[src/rtl/fu_issue_arbiter_if.sv]
// Issue-side handshake between the issue ports and the FU issue arbiter.
// Each port raises req with its FU code; gnt is the same-cycle issue_ack.
interface fu_issue_arbiter_if #(
    parameter int NR_ISSUE_PORTS = 2
);
    logic [NR_ISSUE_PORTS-1:0]   req;
    logic [NR_ISSUE_PORTS*3-1:0] req_fu;
    logic [NR_ISSUE_PORTS-1:0]   gnt;

    modport master (output req, output req_fu, input gnt);
    modport slave  (input req, input req_fu, output gnt);
endinterface

[src/rtl/fu_issue_arbiter.sv]
// In-order issue arbiter: grants ports oldest-first with one grant per FU type,
// and registers per-FU valids, source-port selects and branch/CSR pending flags.
module fu_issue_arbiter #(
    parameter int NR_ISSUE_PORTS = 2,
    parameter int CNT_WIDTH      = 16,
    localparam int PW            = (NR_ISSUE_PORTS > 1) ? $clog2(NR_ISSUE_PORTS) : 1
) (
    input  logic                 clk_i,
    input  logic                 rst_ni,
    input  logic                 flush_i,
    fu_issue_arbiter_if.slave    issue,
    input  logic                 flu_ready_i,
    input  logic                 lsu_ready_i,
    input  logic                 fpu_ready_i,
    input  logic                 resolve_branch_i,
    input  logic                 csr_commit_i,
    output logic                 alu_valid_o,
    output logic                 branch_valid_o,
    output logic                 csr_valid_o,
    output logic                 mult_valid_o,
    output logic                 lsu_valid_o,
    output logic                 fpu_valid_o,
    output logic [6*PW-1:0]      fu_port_o,
    output logic                 branch_pending_o,
    output logic [CNT_WIDTH-1:0] struct_stall_cnt_o
);
    localparam logic [2:0] FU_NONE = 3'd0;
    localparam logic [2:0] FU_ALU  = 3'd1;
    localparam logic [2:0] FU_CTRL = 3'd2;
    localparam logic [2:0] FU_CSR  = 3'd3;
    localparam logic [2:0] FU_MULT = 3'd4;
    localparam logic [2:0] FU_LSU  = 3'd5;
    localparam logic [2:0] FU_FPU  = 3'd6;

    localparam int B_CTRL = 1;
    localparam int B_CSR  = 2;

    logic [NR_ISSUE_PORTS-1:0] gnt;
    logic [5:0]                fu_taken;   // bit k: FU code k+1 granted this cycle
    logic [5:0][PW-1:0]        fu_port_d;
    logic [5:0][PW-1:0]        fu_port_q;
    logic [5:0]                valid_q;
    logic                      branch_pending_q;
    logic                      csr_pending_q;
    logic [CNT_WIDTH-1:0]      stall_cnt_q;
    logic [2:0]                code;
    logic [5:0]                onehot;
    logic                      avail;
    logic                      chain;

    // A single running 'chain' bit carries in-order blocking: once a port
    // misses, every younger port is denied regardless of its own FU.
    always_comb begin
        gnt       = '0;
        fu_taken  = '0;
        fu_port_d = fu_port_q;
        code      = FU_NONE;
        onehot    = '0;
        avail     = 1'b0;
        chain     = !flush_i;
        for (int p = 0; p < NR_ISSUE_PORTS; p++) begin
            code   = issue.req_fu[p*3 +: 3];
            onehot = (code >= FU_ALU && code <= FU_FPU) ? 6'(6'b1 << (code - 3'd1)) : 6'b0;
            case (code)
                FU_NONE:          avail = 1'b1;
                FU_ALU, FU_MULT:  avail = flu_ready_i;
                FU_CTRL:          avail = flu_ready_i && !branch_pending_q && !fu_taken[B_CSR];
                FU_CSR:           avail = flu_ready_i && !csr_pending_q && !fu_taken[B_CTRL];
                FU_LSU:           avail = lsu_ready_i;
                FU_FPU:           avail = fpu_ready_i;
                default:          avail = 1'b0;
            endcase
            chain  = chain && issue.req[p] && avail && ((onehot & fu_taken) == 6'b0);
            gnt[p] = chain;
            if (chain) begin
                fu_taken = fu_taken | onehot;
                for (int k = 0; k < 6; k++) begin
                    if (onehot[k]) fu_port_d[k] = PW'(p);
                end
            end
        end
    end

    assign issue.gnt = gnt;

    always_ff @(posedge clk_i or negedge rst_ni) begin
        if (!rst_ni) begin
            valid_q          <= '0;
            fu_port_q        <= '0;
            branch_pending_q <= 1'b0;
            csr_pending_q    <= 1'b0;
            stall_cnt_q      <= '0;
        end else begin
            valid_q   <= flush_i ? 6'b0 : fu_taken;
            fu_port_q <= fu_port_d;
            if (flush_i)               branch_pending_q <= 1'b0;
            else if (fu_taken[B_CTRL]) branch_pending_q <= 1'b1;
            else if (resolve_branch_i) branch_pending_q <= 1'b0;
            if (flush_i)               csr_pending_q <= 1'b0;
            else if (fu_taken[B_CSR])  csr_pending_q <= 1'b1;
            else if (csr_commit_i)     csr_pending_q <= 1'b0;
            if (issue.req[0] && !gnt[0] && !flush_i && stall_cnt_q != '1)
                stall_cnt_q <= stall_cnt_q + CNT_WIDTH'(1);
        end
    end

    assign alu_valid_o        = valid_q[0];
    assign branch_valid_o     = valid_q[1];
    assign csr_valid_o        = valid_q[2];
    assign mult_valid_o       = valid_q[3];
    assign lsu_valid_o        = valid_q[4];
    assign fpu_valid_o        = valid_q[5];
    assign fu_port_o          = fu_port_q;
    assign branch_pending_o   = branch_pending_q;
    assign struct_stall_cnt_o = stall_cnt_q;

    // Code 7 is reserved; an upstream decoder must never request it.
    for (genvar p = 0; p < NR_ISSUE_PORTS; p++) begin : g_chk
        assert property (@(posedge clk_i) disable iff (!rst_ni)
            !(issue.req[p] && issue.req_fu[p*3 +: 3] == 3'd7));
    end
endmodule

[src/flat_wrapper.sv]
// flat-port wrapper written by rule: the top's interface ports become plain ports
module fu_issue_arbiter_flat 
#(
    parameter int NR_ISSUE_PORTS = 2,
    parameter int CNT_WIDTH      = 16,
    localparam int PW            = (NR_ISSUE_PORTS > 1) ? $clog2(NR_ISSUE_PORTS) : 1
)
  (clk_i, rst_ni, flush_i, flu_ready_i, lsu_ready_i, fpu_ready_i, resolve_branch_i, csr_commit_i, alu_valid_o, branch_valid_o, csr_valid_o, mult_valid_o, lsu_valid_o, fpu_valid_o, fu_port_o, branch_pending_o, struct_stall_cnt_o, issue_req, issue_req_fu, issue_gnt);
  fu_issue_arbiter_if #(.NR_ISSUE_PORTS(NR_ISSUE_PORTS)) issue_i ();
  input  logic clk_i;
  input  logic rst_ni;
  input  logic flush_i;
  input  logic flu_ready_i;
  input  logic lsu_ready_i;
  input  logic fpu_ready_i;
  input  logic resolve_branch_i;
  input  logic csr_commit_i;
  output logic alu_valid_o;
  output logic branch_valid_o;
  output logic csr_valid_o;
  output logic mult_valid_o;
  output logic lsu_valid_o;
  output logic fpu_valid_o;
  output logic [6*PW-1:0] fu_port_o;
  output logic branch_pending_o;
  output logic [CNT_WIDTH-1:0] struct_stall_cnt_o;
  input wire logic [$bits(issue_i.req)-1:0] issue_req;
  input wire logic [$bits(issue_i.req_fu)-1:0] issue_req_fu;
  output wire logic [$bits(issue_i.gnt)-1:0] issue_gnt;
  assign issue_i.req = issue_req;
  assign issue_i.req_fu = issue_req_fu;
  assign issue_gnt = issue_i.gnt;
  fu_issue_arbiter #(.NR_ISSUE_PORTS(NR_ISSUE_PORTS), .CNT_WIDTH(CNT_WIDTH)) u_core (.clk_i(clk_i), .rst_ni(rst_ni), .flush_i(flush_i), .issue(issue_i), .flu_ready_i(flu_ready_i), .lsu_ready_i(lsu_ready_i), .fpu_ready_i(fpu_ready_i), .resolve_branch_i(resolve_branch_i), .csr_commit_i(csr_commit_i), .alu_valid_o(alu_valid_o), .branch_valid_o(branch_valid_o), .csr_valid_o(csr_valid_o), .mult_valid_o(mult_valid_o), .lsu_valid_o(lsu_valid_o), .fpu_valid_o(fpu_valid_o), .fu_port_o(fu_port_o), .branch_pending_o(branch_pending_o), .struct_stall_cnt_o(struct_stall_cnt_o));
endmodule
[config.mk]
export PLATFORM = sky130hd
export DESIGN_NAME = fu_issue_arbiter_flat
export DESIGN_NICKNAME = d
export VERILOG_FILES = /design/src/rtl/fu_issue_arbiter_if.sv /design/src/rtl/fu_issue_arbiter.sv /design/src/flat_wrapper.sv
export SDC_FILE = /design/constraint.sdc
export NUM_CORES = 1
export LEC_CHECK = 0
export ABC_AREA = 0
export BUFFER_PORTS_ARGS = -buffer_cell sky130_fd_sc_hd__buf_2
export CELL_PAD_IN_SITES_DETAIL_PLACEMENT = 1
export CELL_PAD_IN_SITES_GLOBAL_PLACEMENT = 2
export CORE_UTILIZATION = 30
export CTS_BUF_LIST = sky130_fd_sc_hd__clkbuf_8
export DETAILED_ROUTE_END_ITERATION = 12
export PLACE_DENSITY = 0.76
export SETUP_SLACK_MARGIN = 0.3
export SYNTH_ARGS = -nofsm -noshare
export SYNTH_HDL_FRONTEND = slang
export SYNTH_SLANG_ARGS = --single-unit
export TNS_END_PERCENT = 10
[constraint.sdc]
create_clock -name clk_i -period 3.2 [get_ports clk_i]
set_input_delay 0.8 -clock clk_i [delete_from_list [all_inputs] [get_ports clk_i]]
set_output_delay 0.8 -clock clk_i [all_outputs]
set_load 0.1 [all_outputs]
### Yosys cells after proc, flatten, opt, wreduce, memory -nomap -nowiden

Index checks and enable logic that the tools add are counted.
Widths: inputs -> output; s select.

| cells by class | value |
|---|---|
| reductions and logical operators | 27 |
| equal/unequal tests | 13 |
| add/sub/neg operators | 3 |
| order comparisons | 4 |
| mux-type cells | 27 |
| shifts and indexed selects | 2 |
| bitwise gates (word level) | 2 |

Operator list:

| cell | number |
|---|---|
| $mux 6 | 7 |
| $eq 3x3->1 const B | 6 |
| $mux 1 | 18 |
| $add 16x1->16 const B | 1 |
| $ne 16x16->1 const B | 1 |
| $logic_and 1x1->1 | 14 |
| $eq 3x2->1 const B | 4 |
| $pmux 1 s6 | 2 |
| $shl 1x3->6 const A | 2 |
| $and 6x6->6 | 1 |
| $eq 3x1->1 const B | 2 |
| $ge 3x1->1 const B | 2 |
| $le 3x3->1 const B | 2 |
| $logic_not 1->1 | 6 |
| $logic_not 3->1 | 2 |
| $logic_not 6->1 | 1 |
| $or 6x6->6 | 1 |
| $reduce_bool 3->1 | 2 |
| $sub 3x1->3 const B | 2 |
| $reduce_or 2->1 | 2 |

| word-level totals | value |
|---|---|
| bits in registers | 30 |
| input bits | 16 |

### Longest topological paths before layout

Gate-level depths: netlist of the first run.

| logic depth | value |
|---|---|
| depth after elaboration | 13 |
| gate-level depth with buffers | 12 |
| mapped depth without buffers | 8 |

### Worst setup path before layout of the first run

Ideal clock, no wire load.

| path | value |
|---|---|
| path type | input -> output |
| from | input issue_req_fu[3] |
| to | output issue_gnt[1] |
| stages on the path | 12 |
| buffers on the path | 4 |
| slack | -0.351 ns |
| arrival | 2.751 ns |
| data required time | 2.400 ns |
| cell sequence | buf_4 nor2_1 ha_1 buf_2 xor2_1 o21ai_1 o311ai_1 a311oi_2 nand3_4 buf_6 inv_1 buf_4 |

| between the ends | value |
|---|---|
| cells in the longest elaborated chain, start to end | 6 |
| elaborated cells on any way between the ends | 19 |
| classes of those cells | add/sub (1); order compare (2); eq/ne (6); shift (1); mux (2); bitwise (1); reduce/logical (6) |

Ends and longest elaborated chain:

| item | line | RTL |
|---|---|---|
| start, declared | flat_wrapper.sv:28 | `input wire logic [$bits(issue_i.req_fu)-1:0] issue_req_fu;` |
| $sub 3x1->3 (tied with other cells) | fu_issue_arbiter.sv:63 | `onehot = (code >= FU_ALU && code <= FU_FPU) ? 6'(6'b1 << (code - 3'd1)) : 6'b0;` |
| $shl 1x3->6 / $logic_and 1x1->1 (equally long branches) | fu_issue_arbiter.sv:63 |  |
| $mux 6 | fu_issue_arbiter.sv:63 |  |
| $and 6x6->6 | fu_issue_arbiter.sv:73 | `chain = chain && issue.req[p] && avail && ((onehot & fu_taken) == 6'b0);` |
| $logic_not 6->1 | fu_issue_arbiter.sv:73 |  |
| $logic_and 1x1->1 * | fu_issue_arbiter.sv:73 |  |
| end, declared | flat_wrapper.sv:29 | `output wire logic [$bits(issue_i.gnt)-1:0] issue_gnt;` |

Every way passes the cells marked *; elsewhere a longest branch is shown, timed or not.

### Final worst setup path of the first run

Ends and elaborated chain as after synthesis.

==> results.json, run 1 <==
{
  "status": "complete, no violations",
  "rr_worst_depth": 5,
  "critPathKind": "in2out",
  "cts_buffer_depth": 2,
  "cp_slowest_stage_delay_ns": 0.27,
  "max_freq_mhz": 322,
  "power.total_mw": 1.36,
  "postSynthAreaPerCell_um2": 10.2,
  "p_leak_nw": 1.08,
  "synthTopCellsByArea": "dfrtp_1 45%, xor2_1 5.7%, nand2_1 3.3%",
  "grt_overflow": 0,
  "critPathSlowestCell": "a311oi_2",
  "routed_wl_um": 4410,
  "endpoint_kind": "output pin",
  "p_switching_mw": 0.607,
  "vias_per_cell": 4.98,
  "drt_iter0_markers": 83,
  "initial_utilization_pct": 32.0,
  "required_ns": 2.40,
  "die_area_mm2": 0.00592,
  "synth-xor-area-share_pct": 8.84,
  "grt_pass1_vias": 1506,
  "ant_nets": 0,
  "critical_path_buf_inv_count": 3,
  "pwr-share-seq_pct": 35.2,
  "ios": 47,
  "yosysWarnings": 0,
  "r2r_slack_ns": 1.26,
  "seqCellArea_um2": 751,
  "yosysSeqAreaShare_pct": 44.6,
  "die_x_um": 76.9,
  "synth_top_area_share_pct": 44.6,
  "die_y_um": 76.9,
  "ys.flop_type": "dfrtp_1",
  "p_clk_share_pct": 27.2,
  "area_delta_synth_final_pct": 30.7,
  "final_cell_area_mm2": 0.00220,
  "clkTransAtPathRegs_ns": 0.06,
  "synth-simple-area-share_pct": 24.3,
  "fp-row-count": 26,
  "start_kind": "primary input",
  "synth_fa_ha_area_share_pct": 2.23,
  "r2r_end": "u_core.struct_stall_cnt_o[1]$_DFFE_PN0P_",
  "synth_compound_area_share_pct": 14.8,
  "cts_sinks": 30,
  "clk_latency_ns": 0.28,
  "post_dp_cell_area_mm2": 0.00206,
  "cap_violations": 0,
  "whs_path_depth": 1,
  "ys_async_sr_fraction_pct": 100,
  "vias": 1444,
  "port_buffers": 46,
  "place_ws_ns": 0.0825,
  "p_comb_share_pct": 37.6,
  "grt_start_max_net_pins": 31,
  "syn_nets": 184,
  "synthMostInstantiatedCell": "dfrtp_1",
  "drv_slew": 0,
  "hold_start": "u_core.fu_port_o[1]$_DFF_PN0_",
  "cp_cell_sequence": "buf_6, nor2_4, ha_4, xor2_1, o21ai_1, o311ai_2, a311oi_2, nand3_4, inv_4, buf_12",
  "drt_pass1_iterations": 3,
  "cp.arrival_ns": 2.30,
  "r2r_start": "u_core.struct_stall_cnt_o[4]$_DFFE_PN0P_",
  "p_per_area_mw_per_mm2": 617,
  "synth_largest_area_cell": "dfrtp_1",
  "crit_family": "compound AO/OA/AOI/OAI gates",
  "finalCritPeriodShare_pct": 97.0,
  "antenna_found_initial": 0,
  "finish.utilization_pct": 41.8,
  "synth-edff-count": 0,
  "fill_cells": 646,
  "n_antenna_cell": 0,
  "finalWorstPathRequiredPeriod_ns": 3.10,
  "hold_buffers": 0,
  "min_to": "u_core.fu_port_o[1]$_DFF_PN0_",
  "place_hpwl_um": 3280,
  "gp_congestion": 0.766,
  "internal_power_mw": 0.751,
  "cts_tree": "done",
  "rsz0062_at_grt": "true",
  "path_max_fanout": 4,
  "hold_violations": 0,
  "timing.slew.headroom_pct": 55.1,
  "peakVddDrop_mv": 0.342,
  "synth_cell_types": 49,
  "synth-seq-cells": 30,
  "multiInputGateArea_um2": 883,
  "cts_buffers": 5,
  "synth_common_cells": "30 x dfrtp_1, 15 x nand2_1, 12 x nor2_1",
  "swShare_pct": 44.7,
  "grt_pass1_wl_um": 7420,
  "htree_num_levels": 2,
  "hold_class": "reg2reg",
  "drcViolationCount": 0,
  "clock_skew_ns": 0.00849,
  "post_drt_wl_per_cell_um": 15.2,
  "setup_viol": 0,
  "synth_top_family_by_area": "simple AND/OR/NAND/NOR gates",
  "grt_use_total_pct": 15.9,
  "synth_mux_area_share_pct": 0.669,
  "drive_gt1_share_pct": 38.2,
  "syn_inst": 165,
  "core_area_mm2": 0.00527,
  "syn_area_mm2": 0.00168,
  "worst_pin_slew_ns": 0.674,
  "cts-root-buf": "clkbuf_8",
  "fin_nets": 238,
  "fin_setup_tns_ns": 0,
  "setup_ws_ns": 0.0968
}
per-layer routing:
metal	global-route usage (%)	vias to the layer above	part of all wire (%)
met5	0	-	0
met4	4.62	0	0.77
met3	3.21	4	3.2
met2	24.0	34	46
met1	22.6	706	50
li1	-	700	-
through the flow:
stage | hold slack (ns) | cells
detailed placement | 0.474 | 281
finish | 0.493 | 290
global placement | 0.476 | 281
CTS | 0.499 | 290
global route | 0.513 | 290
floorplan | 0.504 | 165
worst max-delay path by stage:
stage,startpoint,to,cells after the start
floorplan,issue_req_fu[4],issue_gnt[1],12
global placement,issue_req_fu[4],issue_gnt[1],10
detailed placement,issue_req_fu[4],issue_gnt[1],10
CTS,issue_req_fu[3],issue_gnt[1],10
global route,issue_req_fu[3],issue_gnt[1],10
finish,issue_req_fu[3],issue_gnt[1],10
power by group through the flow:
stage | combinational [mW] | sequential (mW) | clock, mW
floorplan | 0.114 | 0.772 | 0
global placement | 0.505 | 0.483 | 0
detailed placement | 0.510 | 0.484 | 0
CTS | 0.515 | 0.478 | 0.385
global route | 0.533 | 0.489 | 0.395
finish | 0.511 | 0.478 | 0.370
flip-flops by register name, indices dropped and copies added, names as in the netlist:
register                   count
u_core.struct_stall_cnt_o     16
u_core.fu_port_o               6
u_core.valid_q                 6
u_core.branch_pending_o        1
u_core.csr_pending_q           1
logic make-up after synthesis:
| family | Yosys count |
|---|---|
| AOI/OAI and AO/OA | 30 |
| xor gates and xnor gates | 17 |
| adders and majority gates | 3 |
| buffers and inverters | 15 |
| DFF | 30 |
| muxes | 1 |
| and+or+nand+nor | 69 |
what timing repair did:
item	4_1_cts	5_1_grt
hold endpoints to repair	0	0
gates resized for setup	5	0
endpoints found under the setup margin	1	2
buffers inserted	1	0
pin swaps	5	0
cell type report:
cell class,instances,share of cell area [%]
clock buffer,5,3.13
clock inverter,3,1.82
inverter,7,1.36
multi-input combinational,120,40.1
sequential,30,34.1
tap,70,3.98
timing repair buffer,55,15.5
layout by cell type (no fill, tap or decap), drive strengths merged, types with 2 or more instances in the layout:
| master | instances |
|---|---|
| a21o | 2 |
| a21oi | 3 |
| and3 | 3 |
| and4 | 2 |
| and4bb | 2 |
| buf | 55 |
| clkbuf | 5 |
| clkinv | 3 |
| dfrtp | 30 |
| ha | 3 |
| inv | 6 |
| nand2 | 15 |
| nand2b | 3 |
| nand3 | 10 |
| nand3b | 2 |
| nand4 | 7 |
| nor2 | 12 |
| nor2b | 3 |
| nor3 | 2 |
| nor4 | 2 |
| o211ai | 2 |
| o21ai | 7 |
| o2bb2ai | 4 |
| o31ai | 5 |
| or3b | 2 |
| xnor2 | 6 |
| xor2 | 11 |
Power figures use the tool's default switching activity.
==> run 2: changes to the inputs <==
Settings changed: CORE_UTILIZATION 30 to 31, CTS_BUF_LIST sky130_fd_sc_hd__clkbuf_8 to default, SLEW_MARGIN from default to 25.
Clock period 3.2 ns to 3.25 ns, I/O delays scaled along.
==> results.json, run 2 (synthesized netlist as in run 1, its figures left out) <==
{
  "hold_ws_ns": 0.488,
  "internal_power_mw": 0.679,
  "drive_gt1_share_pct": 37.6,
  "finalCritPeriodShare_pct": 94.7,
  "ios": 47,
  "peakVddDrop_mv": 0.219,
  "cp.arrival_ns": 2.27,
  "p_comb_share_pct": 40.0,
  "fin_nets": 238,
  "core_area_mm2": 0.00517,
  "layout_commonest_cell": "buf_2",
  "pwr-share-seq_pct": 36.8,
  "hold_buffers": 0,
  "grt_use_total_pct": 17.5,
  "cts_sinks": 30,
  "status": "complete, no violations",
  "cts_buffer_depth": 2,
  "swShare_pct": 46.7,
  "cap_violations": 0,
  "drv_slew": 0,
  "drt_iter0_markers": 47,
  "antenna_found_initial": 0,
  "required_ns": 2.44,
  "place_hpwl_um": 3390,
  "grt_overflow": 0,
  "setup_viol": 0,
  "drt_pass1_iterations": 6,
  "p_leak_nw": 1.07,
  "vias": 1449,
  "port_buffers": 46,
  "area_delta_synth_final_pct": 29.5,
  "n_antenna_cell": 0,
  "timing.slew.headroom_pct": 54.5,
  "vias_per_cell": 5.03,
  "drcViolationCount": 0,
  "fill_cells": 612,
  "p_switching_mw": 0.595,
  "final_cell_area_mm2": 0.00218,
  "cts-root-buf": "clkbuf_8",
  "htree_num_levels": 2,
  "endpoint_kind": "output pin",
  "start_kind": "primary input",
  "routed_wl_um": 4450,
  "critPathSlowestCell": "a311oi_2",
  "cts_buffers": 5,
  "multiInputGateArea_um2": 890,
  "worst_pin_slew_ns": 0.682,
  "layout_common_cells": "42 x buf_2, 30 x dfrtp_1, 15 x nand2_1",
  "ant_nets": 0,
  "finalWorstPathRequiredPeriod_ns": 3.08,
  "clock_skew_ns": 0.00746,
  "clk_latency_ns": 0.28,
  "hold_violations": 0,
  "largest_reg_flops": 16,
  "initial_utilization_pct": 32.6,
  "die_area_mm2": 0.00573,
  "p_per_area_mw_per_mm2": 584,
  "max_freq_mhz": 325,
  "path_max_fanout": 2,
  "grt_pass1_vias": 1504,
  "cp_slowest_stage_delay_ns": 0.28,
  "die_y_um": 75.7,
  "cp_cell_sequence": "buf_6, nor2_4, ha_4, xor2_1, o21ai_1, o311ai_2, a311oi_2, nand3_4, inv_4, buf_12",
  "rsz0062_at_grt": "true",
  "clkTransAtPathRegs_ns": 0.06,
  "grt_pass1_wl_um": 7310,
  "cts_tree": "done",
  "hold_class": "reg2reg",
  "post_drt_wl_per_cell_um": 15.4,
  "gp_congestion": 0.917,
  "grt_start_max_net_pins": 31,
  "fp-row-count": 26,
  "die_x_um": 75.7,
  "post_dp_cell_area_mm2": 0.00205,
  "p_clk_share_pct": 23.1,
  "critPathKind": "in2out",
  "seqCellArea_um2": 751
}
[run 2: cell count changes in the layout (fill, tap and decap cells not counted), sizes merged]
cell	before	now
clkinv	3	1
bufinv	1	0
clkbuf	5	6
[run 2: metal layers]
layer	vias to the layer above	GRT usage, %	share of wire, %	routed length, um
li1	694	-	-	-
met1	709	21.4	43	1920
met2	38	30.1	51	2280
met3	8	3.44	3.5	157
met5	-	0	0	0
met4	0	7.41	2.0	87
[run 2: cell type report]
cell class | count | area share [%]
multi-input combinational | 120 | 40.8
sequential | 30 | 34.4
timing repair buffer | 55 | 15.6
tap | 70 | 4.02
clock buffer | 6 | 3.79
inverter | 7 | 1.38
[run 2: worst paths after layout]
path	startpoint	to	cells past startpoint	slack (ns)
max	issue_req_fu[3]	issue_gnt[1]	10	0.17
min	u_core.fu_port_o[0]$_DFF_PN0_	u_core.fu_port_o[0]$_DFF_PN0_	1	0.49
max reg2reg	u_core.struct_stall_cnt_o[4]$_DFFE_PN0P_	u_core.struct_stall_cnt_o[1]$_DFFE_PN0P_	5	1.27
min reg2reg	u_core.fu_port_o[0]$_DFF_PN0_	u_core.fu_port_o[0]$_DFF_PN0_	1	0.49
max in group asynchronous	rst_ni	u_core.fu_port_o[4]$_DFF_PN0_	1	2.23
min in group asynchronous	rst_ni	u_core.struct_stall_cnt_o[6]$_DFFE_PN0P_	1	0.57
[run 2: stage by stage]
stage                     setup WS, ns  utilization [%]  std cells  total power, mW  setup TNS, ns
after global routing            0.0715             42.2        288             1.33              0
after detailed placement        0.0285             39.6        279            0.981              0
after CTS                        0.164             42.2        288             1.28              0
after floorplan                 -0.108                -        165            0.873         -0.108
after global placement          0.0773             39.6        279            0.964              0
final                            0.172             42.2        288             1.27              0
[run 2: worst max-delay path, delay by kind of cell]
family / cells / cell delay, ns
AO/OA/AOI/OAI: 3 / 0.52
XOR/XNOR: 1 / 0.14
adder cells (fa/ha/maj): 1 / 0.21
buffers and inverters: 3 / 0.34
AND/OR/NAND/NOR: 2 / 0.25
[run 2: timing repair]
item | 4_1_cts | 5_1_grt
buffers inserted | 3 | 0
pin swaps | 5 | 0
gates resized for setup | 6 | 0
endpoints found under the hold margin | 0 | 0
cloned | 0 | 0
endpoints found under the setup margin | 2 | 2
[run 2: power by group through the flow]
stage | Combinational (mW) | Clock [mW] | Sequential [mW]
6_report | 0.509 | 0.295 | 0.469
5_1_grt | 0.536 | 0.318 | 0.480
4_1_cts | 0.513 | 0.302 | 0.469
3_5_place_dp | 0.507 | 0 | 0.475
3_3_place_gp | 0.495 | 0 | 0.469
2_1_floorplan | 0.113 | 0 | 0.760
==> run 3: changes to the inputs <==
Settings changed: PLACE_DENSITY 0.76 to 0.88.
==> results.json, run 3 (synthesized netlist as in run 1, its figures left out) <==
{
  "multiInputGateArea_um2": 890,
  "die_area_mm2": 0.00573,
  "clkTransAtPathRegs_ns": 0.07,
  "max_freq_mhz": 325,
  "start_kind": "primary input",
  "layoutNonFillerInstCount": 289,
  "grt_use_total_pct": 16.4,
  "drive_gt1_share_pct": 37.9,
  "die_x_um": 75.7,
  "largest_reg_flops": 16,
  "r2r_start": "u_core.struct_stall_cnt_o[4]$_DFFE_PN0P_",
  "drt_pass1_iterations": 4,
  "timing.slew.headroom_pct": 54.6,
  "fin_nets": 237,
  "grt_overflow": 0,
  "worst_pin_slew_ns": 0.682,
  "die_y_um": 75.7,
  "grt_start_max_net_pins": 31,
  "setup_ws_ns": 0.170,
  "initial_utilization_pct": 32.6,
  "critPathKind": "in2out",
  "post_drt_wl_per_cell_um": 14.6,
  "grt_pass1_vias": 1444,
  "p_comb_share_pct": 38.0,
  "pwr-share-seq_pct": 35.3,
  "cts_buffers": 5,
  "hold_ws_ns": 0.486,
  "peakVddDrop_mv": 0.266,
  "area_delta_synth_final_pct": 30.7,
  "cts-root-buf": "clkbuf_8",
  "cp_cell_sequence": "buf_6, nor2_4, ha_4, xor2_1, o21ai_1, o311ai_2, a311oi_2, nand3_4, inv_4, buf_12",
  "grt_pass1_wl_um": 6890,
  "clock_skew_ns": 0.00577,
  "htree_num_levels": 2,
  "place_ws_ns": 0.0650,
  "crit_family": "compound AO/OA/AOI/OAI gates",
  "p_leak_nw": 1.08,
  "critical_path_buf_inv_count": 3,
  "p_switching_mw": 0.601,
  "ant_nets": 0,
  "crit_path_start": "issue_req_fu[3]",
  "drt_iter0_markers": 25,
  "place_inst": 280,
  "internal_power_mw": 0.729,
  "n_antenna_cell": 0,
  "vias": 1446,
  "setup_viol": 0,
  "finalCritPeriodShare_pct": 94.8,
  "hold_violations": 0,
  "whs_path_depth": 1,
  "rsz0062_at_grt": "true",
  "drv_slew": 0,
  "ios": 47,
  "seqCellArea_um2": 751,
  "hold_class": "reg2reg",
  "routed_wl_um": 4210,
  "p_clk_share_pct": 26.7,
  "cap_violations": 0,
  "port_buffers": 46,
  "crit_cells": 10,
  "rr_worst_depth": 5,
  "hold_start": "u_core.struct_stall_cnt_o[15]$_DFFE_PN0P_",
  "status": "complete, no violations",
  "drcViolationCount": 0,
  "critPathSlowestCell": "a311oi_2",
  "core_area_mm2": 0.00517,
  "cp_slowest_stage_delay_ns": 0.28,
  "vias_per_cell": 5.00,
  "finalWorstPathRequiredPeriod_ns": 3.08,
  "endpoint_kind": "output pin",
  "p_per_area_mw_per_mm2": 604,
  "cts_tree": "done",
  "cp.arrival_ns": 2.27,
  "gp_congestion": 0.795,
  "power.total_mw": 1.33,
  "required_ns": 2.44,
  "place_hpwl_um": 3210,
  "layout_common_cells": "42 x buf_2, 30 x dfrtp_1, 15 x nand2_1",
  "cts_buffer_depth": 2,
  "swShare_pct": 45.2,
  "cts_sinks": 30,
  "antenna_found_initial": 0,
  "clk_latency_ns": 0.29,
  "fill_cells": 601,
  "finish.utilization_pct": 42.5,
  "fp-row-count": 26,
  "layout_commonest_cell": "buf_2",
  "path_max_fanout": 3
}
-- run 3: cell count changes in the layout (fill, tap and decap cells not counted), sizes merged --
cell,change
clkbuf,+2
buf,-1
-- run 3: power groups by stage --
stage	Clock (mW)	Combinational, mW	Sequential [mW]
after global placement	0	0.495	0.474
after global routing	0.383	0.535	0.478
after CTS	0.364	0.511	0.471
after detailed placement	0	0.502	0.477
final	0.355	0.506	0.469
after floorplan	0	0.113	0.760
-- run 3: final timing paths --
check / to / slack (ns)
setup / recovery: issue_gnt[1] / 0.17
hold / removal: u_core.struct_stall_cnt_o[15]$_DFFE_PN0P_ / 0.49
setup reg to reg: u_core.struct_stall_cnt_o[1]$_DFFE_PN0P_ / 1.25
hold reg to reg: u_core.struct_stall_cnt_o[15]$_DFFE_PN0P_ / 0.49
max in group asynchronous: u_core.struct_stall_cnt_o[6]$_DFFE_PN0P_ / 2.24
min in group asynchronous: u_core.fu_port_o[0]$_DFF_PN0_ / 0.57
-- run 3: final cells by class --
type / instances / area share (%)
inverters: 7 / 1.36
well taps: 70 / 3.98
clock buffers: 8 / 5.00
flip-flops and latches: 30 / 34.1
multi-input cells: 120 / 40.4
repair buffers: 54 / 15.1
-- run 3: what timing repair did --
action	in CTS	in global routing
endpoints found under the setup margin	2	2
hold buffers	0	0
buffers inserted	1	0
resized for setup	7	0
endpoints found under the hold margin	0	0
pin swaps	5	0
-- run 3: metal layers --
| layer | track usage [%] | routed length (um) | vias to the layer above | part of all wire (%) |
|---|---|---|---|---|
| met1 | 19.4 | 1850 | 715 | 44 |
| met3 | 2.91 | 142 | 6 | 3.4 |
| met4 | 7.41 | 83 | 0 | 2.0 |
| li1 | - | - | 691 | - |
| met5 | 0 | 0 | - | 0 |
| met2 | 29.1 | 2130 | 34 | 51 |
-- run 3: through the flow --
stage               instance area (um2)  setup TNS [ns]
finish                             2200               0
CTS                                2200               0
global route                       2200               0
detailed placement                 2060               0
floorplan                          1740          -0.108
global placement                   2060               0
